`config.mk`:
```
export PLATFORM = sky130hd
export DESIGN_NAME = pipe_stage_buf
export DESIGN_NICKNAME = d
export VERILOG_FILES = /design/src/rtl/pipe_stage_buf.sv
export SDC_FILE = /design/constraint.sdc
export NUM_CORES = 1
export LEC_CHECK = 0
export ABC_AREA = 1
export BUFFER_PORTS_ARGS = -buffer_cell sky130_fd_sc_hd__buf_2
export CAP_MARGIN = 20
export CORE_MARGIN = 8
export CORE_UTILIZATION = 55
export CTS_CLUSTER_DIAMETER = 100
export DETAILED_ROUTE_END_ITERATION = 8
export PLACE_DENSITY = 0.8
export SLEW_MARGIN = 20
export SYNTH_ARGS = -nofsm -noshare
export SYNTH_HDL_FRONTEND = slang
export SYNTH_SLANG_ARGS = --single-unit
```
`constraint.sdc`:
```
create_clock -name clk -period 74.1 [get_ports clk]
set_input_delay 11.115 -clock clk [delete_from_list [all_inputs] [get_ports clk]]
set_output_delay 11.115 -clock clk [all_outputs]
set_load 0.005 [all_outputs]
```
`src/rtl/pipe_stage_buf.sv`:
```
// Elastic pipeline register with a 2-entry skid buffer, synchronous flush and 1-cycle latency.
// Optional perf counters (stall_cnt, bubble_cnt) are enabled by defining PIPE_STAGE_BUF_PERF_EN.
module pipe_stage_buf #(
  parameter int              DATA_W = 256,
  parameter logic [DATA_W-1:0] BUBBLE = '0
) (
  input  logic              clk,
  input  logic              rst,
  input  logic              flush,
  input  logic              in_valid,
  output logic              in_ready,
  input  logic [DATA_W-1:0] in_data,
  output logic              out_valid,
  input  logic              out_ready,
  output logic [DATA_W-1:0] out_data,
  output logic [1:0]        occupancy
`ifdef PIPE_STAGE_BUF_PERF_EN
  ,
  output logic [31:0]       stall_cnt,
  output logic [31:0]       bubble_cnt
`endif
);

  // State encoding doubles as the occupancy count.
  localparam logic [1:0] EMPTY = 2'd0;
  localparam logic [1:0] BUSY  = 2'd1;
  localparam logic [1:0] FULL  = 2'd2;

  logic [1:0]        state;
  logic [1:0]        state_nxt;
  logic [DATA_W-1:0] main_data;
  logic [DATA_W-1:0] skid_data;
  logic              in_fire;
  logic              out_fire;
  logic              load_main;
  logic              load_skid;

  assign out_valid = (state != EMPTY);
  assign in_ready  = (state != FULL);
  assign occupancy = state;
  assign out_data  = out_valid ? main_data : BUBBLE;
  assign in_fire   = in_valid & in_ready;
  assign out_fire  = out_valid & out_ready;

  always_comb begin
    state_nxt = state;
    load_main = 1'b0;
    load_skid = 1'b0;
    case (state)
      EMPTY: begin
        if (in_fire) begin
          load_main = 1'b1;
          state_nxt = BUSY;
        end
      end
      BUSY: begin
        if (in_fire && out_fire) begin
          load_main = 1'b1;
        end else if (in_fire) begin
          load_skid = 1'b1;
          state_nxt = FULL;
        end else if (out_fire) begin
          state_nxt = EMPTY;
        end
      end
      FULL: begin
        if (out_fire) begin
          load_main = 1'b1;
          state_nxt = BUSY;
        end
      end
      default: state_nxt = EMPTY;
    endcase
    // Flush kills everything, including a payload offered this cycle.
    if (flush) begin
      state_nxt = EMPTY;
      load_main = 1'b0;
      load_skid = 1'b0;
    end
  end

  always_ff @(posedge clk) begin
    if (rst) state <= EMPTY;
    else     state <= state_nxt;
  end

  // Payload registers only move on an accepted transfer.
  always_ff @(posedge clk) begin
    if (!rst) begin
      if (load_main) main_data <= (state == FULL) ? skid_data : in_data;
      if (load_skid) skid_data <= in_data;
    end
  end

`ifdef PIPE_STAGE_BUF_PERF_EN
  always_ff @(posedge clk) begin
    if (rst) begin
      stall_cnt  <= '0;
      bubble_cnt <= '0;
    end else begin
      if (out_valid && !out_ready && (stall_cnt != 32'hFFFF_FFFF))
        stall_cnt <= stall_cnt + 32'd1;
      if (!out_valid && (bubble_cnt != 32'hFFFF_FFFF))
        bubble_cnt <= bubble_cnt + 32'd1;
    end
  end
`else
  // No performance counters in this build.
`endif

endmodule

```
==> impl_summary.txt <==
----------------------------------------------------
[Logic synthesis]
  Count of distinct cell types in the synthesized netlist ... 18
  Top cell type's share of synthesized area ... 72.24%
  Mapped Cells ... 1930
  Yosys reg bits ... 514
  Synth warnings ... 0
  Cell area after synthesis ... 21280 um^2
  Mean cell area of the mapped netlist ... 11.03 um^2
  Ranking of synthesized cells by area ... sky130_fd_sc_hd__edfxtp_1, sky130_fd_sc_hd__nand2_1, sky130_fd_sc_hd__nand3_1
  Portion of the post-synthesis area used by sequential elements ... 72.42%
  Cell type contributing the most total cell area after synthesis ... sky130_fd_sc_hd__edfxtp_1
  Post-synthesis net count ... 2191

[Power]
  Max VDD drop ... 0.01997 mV
  Power per cell area ... 23.45 nW/um^2
  Leakage power of the design ... 12.04 nW

[Timing]
  Number of setup violations in the final report ... 0
  Slew margin rel. ... 31.42%
  Highest achievable clock rate ... 0.06639 GHz
  Worst clock skew on the final layout ... 12.79 ps
  Unrepaired setup endpoints after global routing ... false
  Total Negative Setup Slacks ... 0 ps
  Final Max Tran Viols ... 0
  Post-route clock period utilization ... 20.33%
  Final critical delay including setup and external delays ... 15060 ps
  Hold_ws ... 539.9 ps
  Transition at the pin with the smallest max-transition slack ... 1029 ps
  Final hold violation count ... 0

[Clock tree]
  Maximum buffer depth of the clock tree ... 3
  Cells resized by post-CTS repair ... 0
  H-tree depth reported by CTS ... 2
  Number of clock sinks seen by CTS ... 514
  Post-CTS Setup Inserts ... 0
  TritonCTS clock tree ... done
  Clock transition time at the flip-flop clock pins of the worst setup and hold paths ... 60 ps
  Clock insertion delay at the later pin of the skew report ... 580 ps
  Cell at the root of the clock tree ... sky130_fd_sc_hd__clkbuf_16
  CTS Buf Count ... 51
  Count of hold-fix buffers inserted at cts ... 0

[Route]
  Average detailed-routed wire length per instance ... 19.04 um
  Routed Wire Length ... 56.81 mm
  Total via count in the routed design ... 15720
  Final routed DRC violation total ... 0
  Number of detailed-routing iterations run before antenna repair ... 6
  1st-iter DRT viols ... 1722
  Number of vias per cell after detailed routing ... 5.268
  Number of routed nets with antenna violations ... 0

[Global route]
  Aggregate global-route resource usage ... 24.16%
  Overflow left after global routing ... 0
  Wire length of the first global-routing pass ... 84.99 mm
  Initial antenna violation count ... 23
  Maximum number of pins on one net before global-route repair ... 187
  Via count of the first global-routing pass ... 15660

[Die]
  Die Y-Extent ... 212.7 um
  X dimension of the die ... 212.7 um
  Row count ... 72
  Initial Util ... 55.33%
  Core ar. ... 38470 um^2
  I/O pin cnt ... 521
  Die Footprint ... 45250 um^2

[Critical path]
  Critical Path Max Stage Delay ... 840 ps
  R2R Setup Slk ... 70030 ps
  Critical path endpoint category ... output port
  CP cell instances ... nor2_4, buf_4, buf_4, buf_4, nor2_1, buf_2
  Maximum fanout along the worst path ... 98
  R2r worst-path depth ... 6
  Kind of launch point of the worst setup path ... register
  Standard cell with the maximum stage delay on the critical path ... sky130_fd_sc_hd__buf_4
  Data required time at the worst endpoint ... 62990 ps
  R2r endpoint ... main_data[28]$_DFFE_PP_
  Worst Setup Path Type ... register to output port
  Most common cell type on the critical path ... sky130_fd_sc_hd__buf_4
  CP arrival ... 3950 ps
  RR Startpoint ... occupancy[0]$_SDFFE_PP0P_

[Hold path]
  Launch instance of the worst min-delay path ... skid_data[39]$_DFFE_PP_
  Hold Path Sink ... main_data[39]$_DFFE_PP_
  Worst min path class ... register to register
  Hold path depth ... 2

[Final layout]
  Most frequent cells in the layout ... sky130_fd_sc_hd__nand2_1, sky130_fd_sc_hd__buf_2, sky130_fd_sc_hd__edfxtp_1, sky130_fd_sc_hd__nor2_1, sky130_fd_sc_hd__inv_1
  Net total in the final layout ... 2666
  Total area of multi-input combinational cells ... 4287 um^2
  Fill cell count ... 2852
  Share of cells above drive strength 1 ... 24.83%
  Layout overhead on the synthesized area ... 20.61%
  Register area ... 15420 um^2

[Status]
  Result of the run ... complete, no violations

[Placement]
  Total half-perimeter wirelength after legalization and detailed placement ... 37.54 mm
  Final weighted congestion in routability-driven placement ... 0.8737
  IO Port Bufs ... 520

[Run]
  Max-cap viol count ... 0

----------------------------------------------------
==> worst max-delay path by stage <==
stage / startpoint / endpoint / slack (ps) / depth (start not counted)
after floorplan: rst / skid_data[0]$_DFFE_PP_ / 36780 / 1
after global placement: occupancy[0]$_SDFFE_PP0P_ / out_data[1] / 59860 / 6
after detailed placement: occupancy[0]$_SDFFE_PP0P_ / out_data[227] / 59760 / 6
after CTS: occupancy[0]$_SDFFE_PP0P_ / out_data[154] / 59100 / 6
after global routing: occupancy[0]$_SDFFE_PP0P_ / out_data[240] / 58790 / 6
final: occupancy[0]$_SDFFE_PP0P_ / out_data[145] / 59040 / 6
==> where the power goes <==
group	total, mW	switching [mW]	internal [mW]
clock	0.237	0.104	0.134
sequential	0.328	0.00142	0.326
combinational	0.0369	0.0236	0.0133
total	0.602	0.129	0.473
==> cell families after synthesis <==
group                  Yosys count  synth area share [%]
buffers and inverters          373                 7.607
AO/OA/AOI/OAI                    3               0.08227
AND/OR/NAND/NOR               1040                 19.89
flip-flops                     514                 72.42
==> cell usage after synthesis <==
cell type	instances
sky130_fd_sc_hd__o211ai_1	1
sky130_fd_sc_hd__nor4_1	1
sky130_fd_sc_hd__buf_4	35
sky130_fd_sc_hd__buf_2	64
sky130_fd_sc_hd__nand3_1	257
sky130_fd_sc_hd__buf_6	1
sky130_fd_sc_hd__dfxtp_1	2
sky130_fd_sc_hd__buf_1	2
sky130_fd_sc_hd__o21ai_0	1
sky130_fd_sc_hd__nor2_2	1
sky130_fd_sc_hd__inv_1	259
sky130_fd_sc_hd__clkbuf_1	11
sky130_fd_sc_hd__inv_2	1
sky130_fd_sc_hd__edfxtp_1	512
sky130_fd_sc_hd__nand2_1	520
sky130_fd_sc_hd__nand2_2	1
sky130_fd_sc_hd__a21oi_1	1
sky130_fd_sc_hd__nor2_1	260
==> critical path: cells and delay by family, from the launching register on <==
| kind | cells | cell delay (ps) |
|---|---|---|
| flops | 1 | 410 |
| buf+inv | 4 | 2430 |
| simple gates | 2 | 280 |
==> per-layer routing <==
metal / vias to the layer above / GRT usage (%) / part of all wire (%)
li1: 7245 / - / -
met1: 7391 / 30.57 / 37
met2: 937 / 39.67 / 48
met3: 136 / 5.886 / 11
met4: 10 / 10.21 / 3.4
met5: - / 0 / 0.12
==> metrics by stage <==
step	instance area, um^2	power [mW]	setup WS (ps)	utilization [%]	std cells
2_1_floorplan	21280	0.3542	36780	-	1930
6_report	25670	0.6019	59040	66.74	2984
5_1_grt	25660	0.6210	58790	66.70	2978
4_1_cts	25590	0.6060	59100	66.53	2962
3_5_place_dp	24070	0.3704	59760	62.57	2869
3_3_place_gp	24070	0.3689	59860	62.57	2869
==> state kept, by name, summed over array words and instances, names as in the netlist <==
name,flops
main_data,256
skid_data,256
occupancy,2
==> area by class of cell <==
type | count | share of cell area [%]
antenna | 21 | 0.2047
clock buffer | 67 | 5.371
clock inverter | 26 | 0.5556
inverter | 260 | 3.831
multi-input combinational | 1043 | 16.70
sequential | 514 | 60.06
tap | 518 | 2.525
timing repair buffer | 535 | 10.75
No activity file was read; power rests on OpenSTA's default activity.
